[src/rtl/ppu_timing_pkg.sv]
// ---------------------------------------------------------------------------
// ppu_timing_pkg
//
// Shared definitions for the PPU raster timing core.
//   - Timing constant sets for NTSC (2C02) and PAL (2C07) parts.
//   - Bit positions of every HPLA / VPLA decode output.
//   - Dot and scanline numbers at which the decode events fire. These are
//     NTSC values and are used unchanged for every parameterisation.
//   - A small inclusive range-compare helper used by the decoders.
// ---------------------------------------------------------------------------
package ppu_timing_pkg;

    // Which family of timing constants a design instance is built for
    typedef enum logic {
        STD_NTSC = 1'b0,
        STD_PAL  = 1'b1
    } video_std_e;

    // NTSC timing set
    localparam int NTSC_CLK_DIV = 4;
    localparam int NTSC_H_LAST  = 340;
    localparam int NTSC_V_LAST  = 261;

    // PAL timing set
    localparam int PAL_CLK_DIV  = 5;
    localparam int PAL_H_LAST   = 340;
    localparam int PAL_V_LAST   = 311;

    localparam int HPLA_W = 24;
    localparam int VPLA_W = 10;

    // HPLA bit positions
    localparam int HPLA_H279         = 0;
    localparam int HPLA_H256         = 1;
    localparam int HPLA_H65          = 2;
    localparam int HPLA_FETCH_BG     = 3;
    localparam int HPLA_FETCH_0_63   = 4;
    localparam int HPLA_FETCH_64_255 = 5;
    localparam int HPLA_FETCH_SPR    = 6;
    localparam int HPLA_FETCH_PRE    = 7;
    localparam int HPLA_DUMMY        = 8;
    localparam int HPLA_H63          = 9;
    localparam int HPLA_H255         = 10;
    localparam int HPLA_H339         = 11;
    localparam int HPLA_BURST_START  = 12;
    localparam int HPLA_BURST_END    = 13;
    localparam int HPLA_H0_7         = 14;
    localparam int HPLA_H8_255       = 15;
    localparam int HPLA_TILE_STROBE  = 16;
    localparam int HPLA_H320         = 17;
    localparam int HPLA_H328         = 18;
    localparam int HPLA_FPORCH_END   = 19;
    localparam int HPLA_HSYNC        = 20;
    localparam int HPLA_HBLANK       = 21;
    localparam int HPLA_H0           = 22;
    localparam int HPLA_H340         = 23;

    // VPLA bit positions
    localparam int VPLA_V240         = 0;
    localparam int VPLA_VBL_SET      = 1;
    localparam int VPLA_VLAST        = 2;
    localparam int VPLA_VISIBLE      = 3;
    localparam int VPLA_VSYNC_START  = 4;
    localparam int VPLA_VSYNC_END    = 5;
    localparam int VPLA_V0           = 6;
    localparam int VPLA_VLAST_VB     = 7;
    localparam int VPLA_VBLANK       = 8;
    localparam int VPLA_VBL_VB       = 9;

    // Horizontal decode event dots
    localparam logic [8:0] H_0           = 9'd0;
    localparam logic [8:0] H_7           = 9'd7;
    localparam logic [8:0] H_8           = 9'd8;
    localparam logic [8:0] H_63          = 9'd63;
    localparam logic [8:0] H_64          = 9'd64;
    localparam logic [8:0] H_65          = 9'd65;
    localparam logic [8:0] H_255         = 9'd255;
    localparam logic [8:0] H_256         = 9'd256;
    localparam logic [8:0] H_FPORCH_END  = 9'd270;
    localparam logic [8:0] H_279         = 9'd279;
    localparam logic [8:0] H_HSYNC_END   = 9'd303;
    localparam logic [8:0] H_BURST_START = 9'd309;
    localparam logic [8:0] H_319         = 9'd319;
    localparam logic [8:0] H_320         = 9'd320;
    localparam logic [8:0] H_BURST_END   = 9'd324;
    localparam logic [8:0] H_328         = 9'd328;
    localparam logic [8:0] H_335         = 9'd335;
    localparam logic [8:0] H_336         = 9'd336;
    localparam logic [8:0] H_339         = 9'd339;
    localparam logic [8:0] H_340         = 9'd340;

    // Vertical decode event lines
    localparam logic [8:0] V_0           = 9'd0;
    localparam logic [8:0] V_239         = 9'd239;
    localparam logic [8:0] V_240         = 9'd240;
    localparam logic [8:0] V_VBL_SET     = 9'd241;
    localparam logic [8:0] V_VSYNC_START = 9'd244;
    localparam logic [8:0] V_VSYNC_END   = 9'd247;

    // Inclusive range test on a 9-bit counter value
    function automatic logic inRange(input logic [8:0] v,
                                     input logic [8:0] lo,
                                     input logic [8:0] hi);
        return (v >= lo) && (v <= hi);
    endfunction

endpackage

[src/rtl/ppu_pixel_clock.sv]
// ---------------------------------------------------------------------------
// ppu_pixel_clock
//
// Divides the master clock into the PPU pixel clock.
//
// Ports:
//   clk_i    in   master clock
//   rst_i    in   synchronous active-high reset
//   tick_o   out  pixel tick: high during the master cycle whose rising edge
//                 advances the dot/line counters (phase 0 of each pixel)
//   pclk_o   out  pixel clock, high for the first CLK_DIV/2 master cycles
//   nPclk_o  out  inverse of pclk_o
//
// The phase register counts 0..CLK_DIV-1. Reset parks it at 0, so the very
// first edge after reset release is a pixel tick; PCLK is registered from
// the phase being left, which makes its rising edge land on the same master
// edge as the counter update.
// ---------------------------------------------------------------------------
module ppu_pixel_clock #(
    parameter int CLK_DIV = 4
) (
    input  logic clk_i,
    input  logic rst_i,
    output logic tick_o,
    output logic pclk_o,
    output logic nPclk_o
);

    localparam int PHASE_W = $clog2(CLK_DIV);
    localparam logic [PHASE_W-1:0] PHASE_LAST = PHASE_W'(CLK_DIV - 1);
    localparam logic [PHASE_W-1:0] PHASE_HIGH = PHASE_W'(CLK_DIV / 2);

    logic [PHASE_W-1:0] phase_q, phase_d;
    logic               pclk_q, pclk_d;

    // Next phase wraps after the last master cycle of a pixel; PCLK is high
    // for the phases below the half-way point of the phase being left
    always_comb begin
        phase_d = (phase_q == PHASE_LAST) ? '0 : phase_q + PHASE_W'(1);
        pclk_d  = (phase_q < PHASE_HIGH);
    end

    // Phase and PCLK registers; reset wins over any phase position
    always_ff @(posedge clk_i) begin
        if (rst_i) begin
            phase_q <= '0;
            pclk_q  <= 1'b0;
        end else begin
            phase_q <= phase_d;
            pclk_q  <= pclk_d;
        end
    end

    assign tick_o  = (phase_q == '0);
    assign pclk_o  = pclk_q;
    assign nPclk_o = ~pclk_q;

endmodule

[src/rtl/ppu_hv_timing.sv]
// ---------------------------------------------------------------------------
// ppu_hv_timing
//
// PPU raster timing core: pixel-clock divider, dot and scanline counters,
// and the horizontal / vertical decode PLAs consumed by the video
// generator, fetch and OAM logic.
//
// Ports:
//   CLK       in   master clock, all state on the rising edge
//   RES       in   synchronous active-high reset
//   VB        in   vertical-blank qualifier for VPLA terms 7 and 9
//   BLNK      in   rendering disabled; forces the fetch-window HPLA terms low
//   PCLK      out  pixel clock
//   n_PCLK    out  inverse of PCLK
//   H_out     out  dot counter, 0..H_LAST
//   V_out     out  line counter, 0..V_LAST
//   HC        out  end of line (H == H_LAST)
//   VC        out  end of frame (V == V_LAST on the last dot)
//   V_IN      out  line increment strobe
//   HPLA_out  out  24 horizontal decode strobes
//   VPLA_out  out  10 vertical decode strobes
//
// Decode dot/line numbers are NTSC values regardless of H_LAST/V_LAST; only
// the clear logic and the V_LAST-relative VPLA terms follow the parameters.
// ---------------------------------------------------------------------------
module ppu_hv_timing
    import ppu_timing_pkg::*;
#(
    parameter int CLK_DIV = NTSC_CLK_DIV,
    parameter int H_LAST  = NTSC_H_LAST,
    parameter int V_LAST  = NTSC_V_LAST
) (
    input  logic        CLK,
    input  logic        RES,
    input  logic        VB,
    input  logic        BLNK,
    output logic        PCLK,
    output logic        n_PCLK,
    output logic [8:0]  H_out,
    output logic [8:0]  V_out,
    output logic        HC,
    output logic        VC,
    output logic        V_IN,
    output logic [23:0] HPLA_out,
    output logic [9:0]  VPLA_out
);

    localparam logic [8:0] H_LAST_C = 9'(H_LAST);
    localparam logic [8:0] V_LAST_C = 9'(V_LAST);

    logic       pixTick;
    logic [8:0] hCnt_q, hCnt_d;
    logic [8:0] vCnt_q, vCnt_d;
    logic       hClear, vClear, vInc;
    logic       fetchEn;
    logic [HPLA_W-1:0] hpla;
    logic [VPLA_W-1:0] vpla;

    ppu_pixel_clock #(
        .CLK_DIV (CLK_DIV)
    ) u_pixClk (
        .clk_i   (CLK),
        .rst_i   (RES),
        .tick_o  (pixTick),
        .pclk_o  (PCLK),
        .nPclk_o (n_PCLK)
    );

    assign hClear = (hCnt_q == H_LAST_C);
    assign vInc   = hClear;
    assign vClear = (vCnt_q == V_LAST_C) && hClear;

    // Counter next-state: nothing moves between pixel ticks. Out-of-range
    // values from a mis-parameterised build simply roll through the 9-bit
    // adder until the clear compare catches them.
    always_comb begin
        hCnt_d = hCnt_q;
        vCnt_d = vCnt_q;
        if (pixTick) begin
            hCnt_d = hClear ? '0 : hCnt_q + 9'd1;
            if (vClear) begin
                vCnt_d = '0;
            end else if (vInc) begin
                vCnt_d = vCnt_q + 9'd1;
            end
        end
    end

    // Dot and line counter registers
    always_ff @(posedge CLK) begin
        if (RES) begin
            hCnt_q <= '0;
            vCnt_q <= '0;
        end else begin
            hCnt_q <= hCnt_d;
            vCnt_q <= vCnt_d;
        end
    end

    assign fetchEn = ~BLNK;

    // Horizontal PLA; fetch-window terms are suppressed while blanked
    always_comb begin
        hpla = '0;
        hpla[HPLA_H279]         = (hCnt_q == H_279);
        hpla[HPLA_H256]         = (hCnt_q == H_256);
        hpla[HPLA_H65]          = (hCnt_q == H_65);
        hpla[HPLA_FETCH_BG]     = fetchEn && inRange(hCnt_q, H_0, H_255);
        hpla[HPLA_FETCH_0_63]   = fetchEn && inRange(hCnt_q, H_0, H_63);
        hpla[HPLA_FETCH_64_255] = fetchEn && inRange(hCnt_q, H_64, H_255);
        hpla[HPLA_FETCH_SPR]    = fetchEn && inRange(hCnt_q, H_256, H_319);
        hpla[HPLA_FETCH_PRE]    = fetchEn && inRange(hCnt_q, H_320, H_335);
        hpla[HPLA_DUMMY]        = inRange(hCnt_q, H_336, H_339);
        hpla[HPLA_H63]          = (hCnt_q == H_63);
        hpla[HPLA_H255]         = (hCnt_q == H_255);
        hpla[HPLA_H339]         = (hCnt_q == H_339);
        hpla[HPLA_BURST_START]  = (hCnt_q == H_BURST_START);
        hpla[HPLA_BURST_END]    = (hCnt_q == H_BURST_END);
        hpla[HPLA_H0_7]         = inRange(hCnt_q, H_0, H_7);
        hpla[HPLA_H8_255]       = inRange(hCnt_q, H_8, H_255);
        // Once per 8-dot tile, only inside the two tile-fetch windows
        hpla[HPLA_TILE_STROBE]  = fetchEn && (hCnt_q[2:0] == 3'd0) &&
                                  (inRange(hCnt_q, H_0, H_255) ||
                                   inRange(hCnt_q, H_320, H_335));
        hpla[HPLA_H320]         = (hCnt_q == H_320);
        hpla[HPLA_H328]         = (hCnt_q == H_328);
        hpla[HPLA_FPORCH_END]   = (hCnt_q == H_FPORCH_END);
        hpla[HPLA_HSYNC]        = inRange(hCnt_q, H_279, H_HSYNC_END);
        hpla[HPLA_HBLANK]       = inRange(hCnt_q, H_256, H_340);
        hpla[HPLA_H0]           = (hCnt_q == H_0);
        hpla[HPLA_H340]         = (hCnt_q == H_340);
    end

    // Vertical PLA; the blanking-interval terms end one line before V_LAST
    always_comb begin
        vpla = '0;
        vpla[VPLA_V240]        = (vCnt_q == V_240);
        vpla[VPLA_VBL_SET]     = (vCnt_q == V_VBL_SET);
        vpla[VPLA_VLAST]       = (vCnt_q == V_LAST_C);
        vpla[VPLA_VISIBLE]     = inRange(vCnt_q, V_0, V_239);
        vpla[VPLA_VSYNC_START] = (vCnt_q == V_VSYNC_START);
        vpla[VPLA_VSYNC_END]   = (vCnt_q == V_VSYNC_END);
        vpla[VPLA_V0]          = (vCnt_q == V_0);
        vpla[VPLA_VLAST_VB]    = (vCnt_q == V_LAST_C) && VB;
        vpla[VPLA_VBLANK]      = (vCnt_q >= V_240) && (vCnt_q < V_LAST_C);
        vpla[VPLA_VBL_VB]      = (vCnt_q >= V_VBL_SET) && (vCnt_q < V_LAST_C) && VB;
    end

    assign H_out    = hCnt_q;
    assign V_out    = vCnt_q;
    assign HC       = hClear;
    assign VC       = vClear;
    assign V_IN     = vInc;
    assign HPLA_out = hpla;
    assign VPLA_out = vpla;

endmodule

[config.mk]
export PLATFORM = sky130hd
export DESIGN_NAME = ppu_hv_timing
export DESIGN_NICKNAME = d
export VERILOG_FILES = /design/src/rtl/ppu_timing_pkg.sv /design/src/rtl/ppu_pixel_clock.sv /design/src/rtl/ppu_hv_timing.sv
export SDC_FILE = /design/constraint.sdc
export NUM_CORES = 1
export LEC_CHECK = 0
export CAP_MARGIN = 10
export CORE_UTILIZATION = 44
export DETAILED_ROUTE_END_ITERATION = 10
export PLACE_DENSITY = 0.8
export RECOVER_POWER = 25
export SYNTH_ARGS = -nofsm -noshare
export SYNTH_HDL_FRONTEND = slang
export SYNTH_SLANG_ARGS = --single-unit
[constraint.sdc]
create_clock -name CLK -period 2 [get_ports CLK]
set_input_delay 0.3 -clock CLK [delete_from_list [all_inputs] [get_ports CLK]]
set_output_delay 0.3 -clock CLK [all_outputs]
set_load 0.01 [all_outputs]
# ---- Yosys cells after proc, flatten, opt, wreduce, memory -nomap -nowiden
# Cells that the tools add are included.
dict set report totals {
  rom_bits 0
  reg_bits 21
  memories 0
  ramBits 0
  latchBits 0
  in_bits 4
}
dict set report op_classes {
  n_addsub 3
  shifts 0
  multipliers 0
  mux 3
  div_mod_pow 0
  eq_ne 18
  magnitude_cmp 21
  n_reduce_logical 31
  n_bitwise 2
}
# op count
set op_table {}
lappend op_table {{9-bit == test, second input constant} 10}
lappend op_table {{9-bit by 8-bit == test with 1-bit output, second input constant} 5}
lappend op_table {{9-bit <= comparator, second input constant} 5}
lappend op_table {{9-bit >= comparator, second input constant} 4}
lappend op_table {{9-bit two-way mux} 3}
lappend op_table {{1-bit logical AND} 23}
lappend op_table {{9-bit by 1-bit adder with 9-bit output, second input constant} 2}
lappend op_table {{9-bit by 1-bit >= comparator with 1-bit output, second input constant} 2}
lappend op_table {{9-bit by 8-bit >= comparator with 1-bit output, second input constant} 2}
lappend op_table {{9-bit by 8-bit <= comparator with 1-bit output, second input constant} 2}
lappend op_table {{9-bit logical NOT} 2}
lappend op_table {{9-bit by 6-bit == test with 1-bit output, second input constant} 1}
lappend op_table {{9-bit by 7-bit == test with 1-bit output, second input constant} 1}
lappend op_table {{9-bit by 4-bit >= comparator with 1-bit output, second input constant} 1}
lappend op_table {{9-bit by 7-bit >= comparator with 1-bit output, second input constant} 1}
lappend op_table {{9-bit by 3-bit <= comparator with 1-bit output, second input constant} 1}
lappend op_table {{9-bit by 6-bit <= comparator with 1-bit output, second input constant} 1}
lappend op_table {{9-bit < comparator, second input constant} 1}
lappend op_table {{3-bit logical NOT} 1}
lappend op_table {{2-bit by 1-bit adder with 2-bit output, second input constant} 1}
lappend op_table {{2-bit == test, second input constant} 1}
lappend op_table {{2-bit logical NOT} 1}
lappend op_table {{2-bit < comparator, second input constant} 1}
lappend op_table {{1-bit inverter} 2}
lappend op_table {{other kinds (4)} 4}

# ---- Depth between registers and ports, before layout
dict set report logic_depth {
  word_depth 4
  mapped_depth 8
}

# ---- By module
# From an unflattened synthesis, not the netlist that was laid out.
dict set report unflattened {
  cells_unflattened 219
  hier_area_um2 1671.6
}
# module cells_per_inst area_each_um2 seq_area_each_um2 instances
set by_module_without_submodules {}
lappend by_module_without_submodules {ppu_hv_timing 208 1549.0 360.3 1}
lappend by_module_without_submodules {ppu_pixel_clock 11 122.6 60.1 1}

# ---- Least setup slack after synthesis
# Ideal clock, no wire load.
dict set report synth_timing {
  kind {register to output}
  from {register hCnt_q[0], in the netlist H_out[0]}
  to {output HPLA_out[16]}
  setup_slack_ps -153
  path_stages_with_launch 8
  n_path_buf 1
  arrival_ps 1853
  cell_sequence {dfxtp_1 > ha_1 > buf_1 > nand2_1 > nor2_1 > ha_1 > a21oi_1 > a2111oi_2}
}
dict set report synth_via {
  elab_chain_len 4
}
# item line
set synth_rtl {}
lappend synth_rtl {{start, declared} ppu_hv_timing.sv:52} ;# logic [8:0] hCnt_q, hCnt_d;
lappend synth_rtl {{start signal, assigned} ppu_hv_timing.sv:95} ;# hCnt_q <= hCnt_d;
lappend synth_rtl {{9-bit by 1-bit >= comparator with 1-bit output, or another cell as far along} ppu_timing_pkg.sv:104} ;# return (v >= lo) && (v <= hi);
lappend synth_rtl {{1-bit logical AND} ppu_timing_pkg.sv:104}
lappend synth_rtl {{1-bit logical OR} ppu_hv_timing.sv:123} ;# (inRange(hCnt_q, H_0, H_255) ||
lappend synth_rtl {{1-bit logical AND (*)} ppu_hv_timing.sv:122} ;# hpla[HPLA_TILE_STROBE] = fetchEn && (hCnt_q[2:0] == 3'd0) &&
lappend synth_rtl {{end, declared} ppu_hv_timing.sv:44} ;# output logic [23:0] HPLA_out,
# Every way passes the cells marked *; elsewhere a longest branch is shown, timed or not.

# ---- Final worst setup path
dict set report layout_timing {
  from {register hCnt_q[5], in the netlist H_out[5]}
  to {output HPLA_out[16]}
}
dict set report layout_via {
  elab_chain_len 4
}
# item line
set layout_rtl {}
lappend layout_rtl {{9-bit by 1-bit >= comparator with 1-bit output, or another cell as far along} ppu_timing_pkg.sv:104}
lappend layout_rtl {{1-bit logical AND} ppu_timing_pkg.sv:104}
lappend layout_rtl {{1-bit logical OR (*)} ppu_hv_timing.sv:123}
lappend layout_rtl {{1-bit logical AND (*)} ppu_hv_timing.sv:122}
# Marks and branches as above.

==> run_results.csv <==
group,metric,value,unit
logic_synthesis,syn-mean-instance-area,7.56,um^2
worst_setup_path,crit_arrival,1.88,ns
worst_setup_path,r2r-end,"V_out[3]$_SDFFE_PP0P_",
floorplan,rows,21,
worst_setup_path,endpoint_kind,"output pin",
clock_network,h_tree_levels,1,
place,gp_congestion,0.954,
worst_setup_path,regToRegSetupSlack,-0.04,ns
power_and_ir_drop,power,1.16,mW
layout,layout.nets,336,
layout,instances_no_fill,367,
global_routing,maximum_number_of_pins_on_one_net_before_global_route_repair,14,
sta,final.setup.tns,-1.40,ns
sta,share_of_the_clock_period_used_by_the_worst_path,109,%
global_routing,grt_first_pass_wirelength,8900,um
logic_synthesis,synth_sequential_area_ratio,26.4,%
clock_network,cts_tree,"done",
sta,finalHoldViolations,0,
global_routing,global_route.usage.total,28.3,%
logic_synthesis,ys.warnings.count,0,
layout,antenna-diode-count,0,
layout,drive_above_1_share,43.0,%
min_path,min_from,"u_pixClk.phase_q[1]$_SDFF_PP0_",
layout,fillerInstances,188,
route,wl_met2,3310,um
sta,worst-slew-pin-transition,0.445,ns
sta,rsz0062_at_grt,"yes",
power_and_ir_drop,p_leak,1.24,nW
floorplan,die_area,3870,um^2
route,post-route-drc-count,0,
worst_setup_path,regToRegStartpoint,"V_out[7]$_SDFFE_PP0P_",
logic_synthesis,synth_nets,225,
sta,final-setup-viol-count,17,
power_and_ir_drop,vdd_drop_max,0.000536,V
place,pre_cts_setup_slack,-0.199,ns
min_path,timing.hold.worst_endpoint,"u_pixClk.pclk_o$_SDFF_PP0_",
sta,slew_violations,0,
flow_run,cap_viol_max_count,0,
route,drt-total-wl,6980,um
power_and_ir_drop,power-per-cell-area,422,nW/um^2
logic_synthesis,synth_cell_types,52,
clock_network,clock_tree.buffer_depth,2,
sta,maxClockFrequency,458,MHz
clock_network,cts.root.buffer_cell,"clkbuf_4",
min_path,holdPathStages,1,
place,post-place-cells,347,
sta,worst_setup_margin,-0.182,ns
global_routing,antenna_found_initial,0,
status,violated_checks,"setup timing",
floorplan,fp.dieH,62.2,um
logic_synthesis,synth_flop_cell,"dfxtp_1",
floorplan,boundaryPins,61,
worst_setup_path,worst_setup_path_class,"reg2out",
place,portBuffers,60,
min_path,hold_path.class,"reg2reg",
route,route.met3.wl,688,um
logic_synthesis,yosys_register_bits,21,
global_routing,global_route_overflow,0,
floorplan,initial_utilization,46.7,%
clock_network,clock_insertion_delay_worst_skew,0.31,ns
floorplan,dieWidth,62.2,um
route,post_drt_via_cell_ratio,6.07,
route,dr.first_iter.drc_count,297,
clock_network,number_of_buffers_created_by_cts,3,
place,hpwl,3940,um
logic_synthesis,async_flop_share,0,%
worst_setup_path,worst-r2r-cell-count,10,
floorplan,core,3420,um^2
layout,synthesis_to_layout_area_growth,71.9,%
route,dr_total_vias,2226,
status,run_status,"complete, but fails checks",
logic_synthesis,syn-instance-count,211,
clock_network,postCtsHoldBufs,0,
global_routing,grt_pass1_vias,1871,
worst_setup_path,critical_path.startpoint_type,"register",
route,remaining_antenna_violation_count,0,
worst_setup_path,crit_path_max_fanout,2,
route,detailedRoute.firstPassIterationCount,5,
clock_network,clkSinkCount,21,
logic_synthesis,netlist_area,1600,um^2
route,wl_per_cell,19.0,um
sta,fin_crit,2.18,ns
worst_setup_path,worstPathRequired,1.70,ns
route,top_layer_used,"met4",
route,met1Wirelength,2760,um
sta,slew_headroom,70.4,%
sta,worst_clock_skew,0.00831,ns
clock_network,clk_pin_slew_worst_paths,0.12,ns
logic_synthesis,synth-edff-count,0,
-- worst max path at each step --
stage / end / startpoint / slack, ns / cells past startpoint
6_report: HPLA_out[16] / H_out[5]$_SDFFE_PP0N_ / -0.18 / 7
5_1_grt: HPLA_out[16] / H_out[2]$_SDFFE_PP0N_ / -0.26 / 7
4_1_cts: HPLA_out[16] / H_out[5]$_SDFFE_PP0N_ / -0.08 / 7
3_5_place_dp: HPLA_out[16] / H_out[5]$_SDFFE_PP0N_ / -0.20 / 7
3_3_place_gp: HPLA_out[16] / H_out[5]$_SDFFE_PP0N_ / -0.16 / 7
2_1_floorplan: HPLA_out[16] / H_out[4]$_SDFFE_PP0N_ / 0.00006 / 8
-- cells in the final DEF (no fill, tap or decap), types with 3 or more instances in the layout --
cell and count:
nand2_1 16, a21oi_1 12, nand4_1 5, nor3_1 3, clkbuf_2 11, clkbuf_4 3, buf_4 51, clkdlybuf4s50_1 19
ha_1 7, buf_6 8, inv_2 3, and4_1 3, dfxtp_1 7, o21ai_0 5, inv_1 15, buf_2 11
dlygate4sd2_1 11, nor2_2 4, xor2_1 4, nor2_1 21, nand3_1 9, nor4_2 3, dfxtp_2 13, o32ai_1 3
and3_1 12, dlygate4sd3_1 4, nand3_2 3
-- Yosys cell counts (all sizes together) (3+ instances only) --
cell,number,area (um^2)
o21ai,7,35.0
nor3,4,20.0
inv,18,67.6
nor4,5,37.5
o32ai,3,26.3
nor2,27,101
and4,4,35.0
a21oi,13,65.1
ha,10,125
nand4,6,52.6
and2,3,18.8
xor2,4,35.0
and3,12,75.1
dfxtp,21,420
nand2,18,70.1
nand3,12,65.1
buf,8,53.8
clkbuf,5,18.8
nor4b,3,32.5
-- cells by family (layout without fill, tap and decap cells) --
| logic type | count (synthesis) | in the layout | share of synthesized area [%] |
|---|---|---|---|
| compound gates | 35 | 35 | 14.5 |
| flops | 21 | 21 | 26.4 |
| fa+ha+maj | 10 | 10 | 7.84 |
| xor+xnor | 6 | 6 | 3.29 |
| buf+inv | 31 | 141 | 8.78 |
| simple gates | 107 | 107 | 38.6 |
| mux | 1 | 1 | 0.627 |
-- layout make-up --
type / count / area [um^2] / area share, %
Clock buffer: 3 / 22.5 / 0.821
Clock inverter: 1 / 5.00 / 0.182
Inverter: 18 / 67.6 / 2.46
Multi-Input combinational cell: 159 / 1200 / 43.9
Sequential cell: 21 / 440 / 16.1
Tap cell: 46 / 57.6 / 2.10
Timing Repair Buffer: 119 / 946 / 34.5
-- worst max-delay path, cell delays in order, from the launching register on --
cell and delay [ns]:
dfxtp_2 0.36, and4_4 0.26, nand2_4 0.07, nor2_4 0.15, ha_4 0.19, a21oi_4 0.05, a2111oi_4 0.32, buf_2 0.18
-- sequential cells by signal (all words and copies together), names as in the netlist --
register	cells
H_out	9
u_pixClk.phase_q	2
V_out	9
u_pixClk.pclk_o	1
-- routing by layer --
metal | vias to the layer above | track usage [%]
li1 | 968 | -
met1 | 1046 | 37.8
met2 | 184 | 47.0
met3 | 28 | 4.78
met4 | 0 | 7.27
met5 | - | 0
-- what timing repair did --
| action | in CTS | in global routing |
|---|---|---|
| setup buffers | 7 | 10 |
| pin swaps | 5 | 11 |
| gates resized for setup | 105 | 55 |
| setup endpoints to repair | 37 | 28 |
-- stage by stage --
step                hold WS [ns]  area, um^2  util (%)
floorplan                  0.417        1610         -
global placement           0.430        2510      73.6
detailed placement         0.440        2510      73.6
CTS                        0.457        2620      76.7
global route               0.472        2740      80.3
finish                     0.454        2740      80.3
-- where the power goes --
part | leakage [nW] | internal [mW] | switching (mW)
clock network | 0.0177 | 0.0748 | 0.140
registers | 0.178 | 0.441 | 0.0183
logic | 1.05 | 0.228 | 0.257
Note: power is estimated with default switching activity, not from simulation.
